<file path="config.mk">
export PLATFORM = sky130hd
export DESIGN_NAME = stack_sequencer
export DESIGN_NICKNAME = d
export VERILOG_FILES = /design/src/rtl/stack_seq_pkg.sv /design/src/rtl/stack_sequencer.sv
export SDC_FILE = /design/constraint.sdc
export NUM_CORES = 1
export LEC_CHECK = 0
export CAP_MARGIN = 10
export CORE_MARGIN = 5
export CORE_UTILIZATION = 48
export DETAILED_ROUTE_END_ITERATION = 6
export GPL_TIMING_DRIVEN = 1
export PLACE_DENSITY = 0.86
export SLEW_MARGIN = 5
export SYNTH_ARGS = -nofsm -noshare
export SYNTH_HDL_FRONTEND = slang
export SYNTH_SLANG_ARGS = --single-unit
export TNS_END_PERCENT = 30
</file>
<file path="constraint.sdc">
create_clock -name fclk -period 2.78 [get_ports fclk]
set_input_delay 0.556 -clock fclk [delete_from_list [all_inputs] [get_ports fclk]]
set_output_delay 0.556 -clock fclk [all_outputs]
set_load 0.01 [all_outputs]
</file>
<file path="src/rtl/stack_seq_pkg.sv">
`default_nettype none
// ============================================================================
// stack_seq_pkg : shared types and constants for the 65C02 stack sequencer
// Revision 1.0
// ============================================================================
package stack_seq_pkg;

    typedef enum logic [2:0] {
        ST_IDLE     = 3'd0,
        ST_PUSH     = 3'd1,
        ST_PULL_INC = 3'd2,
        ST_PULL_RD  = 3'd3,
        ST_DONE     = 3'd4
    } stack_state_t;

    localparam logic       OP_PUSH            = 1'b0;
    localparam logic       OP_PULL            = 1'b1;
    localparam logic [7:0] DEFAULT_STACK_PAGE = 8'h01;

endpackage : stack_seq_pkg
`default_nettype wire

</file>
<file path="src/rtl/stack_sequencer.sv">
`default_nettype none
// ============================================================================
// stack_sequencer : bus-cycle sequencer for 1-3 byte stack pushes and pulls
// Revision 1.0
// ============================================================================
module stack_sequencer
    import stack_seq_pkg::*;
#(
    parameter logic [7:0] STACK_PAGE = DEFAULT_STACK_PAGE
) (
    input  logic        fclk,
    input  logic        reset,
    input  logic        req_valid,
    output logic        req_ready,
    input  logic        req_op,
    input  logic [1:0]  req_count,
    input  logic [23:0] push_data,
    input  logic [7:0]  sp_in,
    output logic        sp_increment,
    output logic        sp_decrement,
    output logic [15:0] addr_out,
    output logic [7:0]  data_out,
    output logic        we_out,
    output logic        re_out,
    input  logic [7:0]  data_in,
    output logic [23:0] pull_data,
    output logic        busy,
    output logic        done
);

    stack_state_t state;
    stack_state_t next_state;

    logic [1:0]  lat_count;
    logic [1:0]  remaining;
    logic [23:0] push_buf;
    logic [1:0]  eff_count;
    logic        accept;
    logic [1:0]  pull_idx;
    logic [7:0]  push_byte;

    assign eff_count = (req_count == 2'd0) ? 2'd1 : req_count;
    assign accept    = req_valid && (state == ST_IDLE);
    // Pulled bytes fill from the low byte up as remaining counts down.
    assign pull_idx  = lat_count - remaining;

    always_ff @(posedge fclk or posedge reset) begin
        if (reset) begin
            state <= ST_IDLE;
        end else begin
            state <= next_state;
        end
    end

    always_comb begin
        next_state = state;
        case (state)
            ST_IDLE: begin
                if (accept) begin
                    next_state = (req_op == OP_PULL) ? ST_PULL_INC : ST_PUSH;
                end
            end
            ST_PUSH: begin
                if (remaining <= 2'd1) begin
                    next_state = ST_DONE;
                end
            end
            ST_PULL_INC: next_state = ST_PULL_RD;
            ST_PULL_RD: begin
                if (remaining <= 2'd1) begin
                    next_state = ST_DONE;
                end
            end
            ST_DONE: next_state = ST_IDLE;
            default: next_state = ST_IDLE;
        endcase
    end

    // Highest remaining byte goes out first, so [7:0] is always the last push.
    always_comb begin
        push_byte = push_buf[7:0];
        case (remaining)
            2'd3:    push_byte = push_buf[23:16];
            2'd2:    push_byte = push_buf[15:8];
            default: push_byte = push_buf[7:0];
        endcase
    end

    always_ff @(posedge fclk or posedge reset) begin
        if (reset) begin
            lat_count <= 2'd1;
            remaining <= 2'd0;
            push_buf  <= 24'h000000;
            pull_data <= 24'h000000;
        end else begin
            case (state)
                ST_IDLE: begin
                    if (accept) begin
                        lat_count <= eff_count;
                        remaining <= eff_count;
                        push_buf  <= push_data;
                        if (req_op == OP_PULL) begin
                            pull_data <= 24'h000000;
                        end
                    end
                end
                ST_PUSH: remaining <= remaining - 2'd1;
                ST_PULL_RD: begin
                    remaining <= remaining - 2'd1;
                    case (pull_idx)
                        2'd0:    pull_data[7:0]   <= data_in;
                        2'd1:    pull_data[15:8]  <= data_in;
                        default: pull_data[23:16] <= data_in;
                    endcase
                end
                default: ;
            endcase
        end
    end

    always_comb begin
        req_ready    = 1'b0;
        busy         = 1'b1;
        done         = 1'b0;
        sp_increment = 1'b0;
        sp_decrement = 1'b0;
        we_out       = 1'b0;
        re_out       = 1'b0;
        addr_out     = 16'h0000;
        data_out     = 8'h00;
        case (state)
            ST_IDLE: begin
                req_ready = 1'b1;
                busy      = 1'b0;
            end
            ST_PUSH: begin
                we_out       = 1'b1;
                sp_decrement = 1'b1;
                addr_out     = {STACK_PAGE, sp_in};
                data_out     = push_byte;
            end
            ST_PULL_INC: sp_increment = 1'b1;
            ST_PULL_RD: begin
                re_out       = 1'b1;
                addr_out     = {STACK_PAGE, sp_in};
                sp_increment = (remaining > 2'd1);
            end
            ST_DONE: done = 1'b1;
            default: ;
        endcase
    end

endmodule : stack_sequencer
`default_nettype wire

</file>
==> metrics.cfg <==
[sta]
min_period_ps=2630
timing.fmax_mhz=380
setup_viol=0
period_share=0.946
worst_pin_slew_ps=726
maxSlewViolCount=0
rsz0062_at_grt=no
slew_headroom=0.512
holdWs_ps=509
skew_ps=6.13
hold_viol=0
fin_setup_tns_ps=0

[pwr]
ir_worst_vdd_v=0.000499
p_leak_nw=1.63
power_density_nw_per_um2=937

[die]
initial_core_util=0.496
rows=27
dieArea_sq_um=7340
core_area_sq_um=5540
fp.dieH_microns=85.7
die_w_microns=85.7
io_pins=101

[drt]
antenna_left=0
wl_per_cell_microns=15.9
finalWirelength_microns=6620
drtIter0Drc=61
dr.pass1.iters=4
drc_errors=0
dr_total_vias=2200
vias_per_cell=5.28

[clock_network]
htreeDepth=2
cts_tree=built
hold_buffers=0
cts_root_buf=clkbuf_8
clkSinkCount=55
numCtsBuffers=5
clock_path_buffers=2
clkLatencyLatePin_ps=310
path_clk_slew_ps=100

[finish]
diodes=0
area_growth_pct=39.8
mostFrequentLayoutCell=clkdlybuf4s50_1
fillers=427
regArea_sq_um=1380
layout-drive-gt1-share=0.145
mostFrequentLayoutCells=93 x clkdlybuf4s50_1, 51 x dfrtp_1, 25 x mux2_2
multi_input_area_sq_um=1230
nets=394

[global_routing]
first_global_vias=2198
antenna_found_initial=0
track_usage=0.184
globalRoute.totalOverflow=0
grt_first_pass_wirelength_microns=10800
grt_max_degree=31

[logic_synthesis]
syn_avg_cell_area_sq_um=10.7
async_reset_ff_frac=1.00
synth_warnings=0
ys_ff_latch=55
synth_edf_count=0
synthDistinctLibCells=36
syn-cell-area_sq_um=2750
synthTopCellsByArea=dfrtp_1 49%, mux2_2 10%, mux2i_1 6.2%
ys_seq_area_frac=0.501
synth_top_area_frac=0.492
synth_top_area_cell=dfrtp_1
synth-main-ff-cell=dfrtp_1
synthCells=256

[placement]
io_buffers=93
place.gp.congestion=0.815
hpwl_microns=5030

[worst_setup_path]
crit_required_ps=2220
end_kind=output pin
critical_path_arrival_ps=2070
cp-start-kind=flop
cp_max_fo=9
worstSetupPathType=flop to output pin

[run_status]
status=complete, no violations

[min_path]
holdCritPathClass=flop to flop

[flow_run]
drv_cap=0

final timing paths:
path	depth (start not counted)	startpoint	end	slack, ps
max	6	remaining[0]	data_out[2]	150
min	2	lat_count[0]	lat_count[0]	510
max reg2reg	5	lat_count[0]	pull_data[14]	630
min reg2reg	2	lat_count[0]	lat_count[0]	510
max in group asynchronous	3	reset	lat_count[0]	1540
min in group asynchronous	2	reset	pull_data[7]	620
per-layer routing:
metal | track usage | up-vias | wire [microns]
met2 | 0.299 | 77 | 3160
met1 | 0.245 | 1067 | 2840
met3 | 0.0461 | 10 | 528
met4 | 0.0489 | 0 | 88
met5 | 0 | - | 0
li1 | - | 1046 | -
registers in the layout, summed over array words and instances, names as in the netlist:
name / flops
push_buf: 24
lat_count: 2
remaining: 2
pull_data: 24
state: 3
repair_timing:
item | in CTS | in global routing
gates cloned | 0 | 0
buffers inserted | 0 | 0
gates resized for setup | 2 | 5
pin swaps | 0 | 1
setup endpoints to repair | 8 | 9
through the flow:
| stage | instance area [sq um] | cells | worst slack [ps] | power [mW] | util |
|---|---|---|---|---|---|
| after floorplan | 2770 | 262 | 793 | 2.35 | - |
| after global placement | 3730 | 409 | 275 | 3.07 | 0.673 |
| after detailed placement | 3730 | 409 | 130 | 3.14 | 0.673 |
| after CTS | 3830 | 417 | 8.41 | 3.62 | 0.692 |
| after global routing | 3840 | 417 | 13.9 | 3.85 | 0.694 |
| final | 3840 | 417 | 149 | 3.60 | 0.694 |
where the power goes:
part           internal [mW]  switching, mW  leakage (nW)
Combinational          0.949          0.850         0.887
Sequential              1.10          0.235         0.694
Clock                  0.204          0.260        0.0474
Total                   2.25           1.35          1.63
cell usage after synthesis, types with 2 or more instances:
| cell type | number |
|---|---|
| mux2i_1 | 17 |
| nor2_1 | 6 |
| a21oi_1 | 11 |
| inv_1 | 17 |
| ha_1 | 4 |
| and2_1 | 9 |
| mux2_2 | 25 |
| nand3_1 | 16 |
| nand2b_1 | 3 |
| buf_1 | 2 |
| o211ai_1 | 8 |
| clkbuf_1 | 10 |
| o21ai_0 | 16 |
| a22oi_1 | 8 |
| buf_4 | 8 |
| dfrtp_1 | 54 |
| buf_2 | 3 |
| nand2_1 | 21 |
worst max-delay path, stage by stage, from the launching register on:
cell,delay [ps]
dfrtp_2,430
inv_1,60
ha_2,250
nor2_4,210
nand2_1,90
a21oi_1,170
clkdlybuf4s50_1,560
cell type report:
type,instances,area share
Timing Repair Buffer,98,0.255
Clock inverter,2,0.00423
Clock buffer,6,0.0215
Tap cell,72,0.0234
Inverter,17,0.0166
Multi-Input combinational cell,167,0.319
Sequential cell,55,0.359
cell families (layout without fill, tap and decap cells):
logic type / Yosys count / in the layout / synth area share
buffers and inverters: 40 / 123 / 0.0669
xor gates and xnor gates: 2 / 2 / 0.0173
AOI/OAI and AO/OA: 48 / 48 / 0.106
DFF: 55 / 55 / 0.501
other: 1 / 7 / 0.00136
adders and majority gates: 4 / 4 / 0.0182
and+or+nand+nor: 64 / 64 / 0.124
muxes: 42 / 42 / 0.164
(Power assumes the default switching activity.)
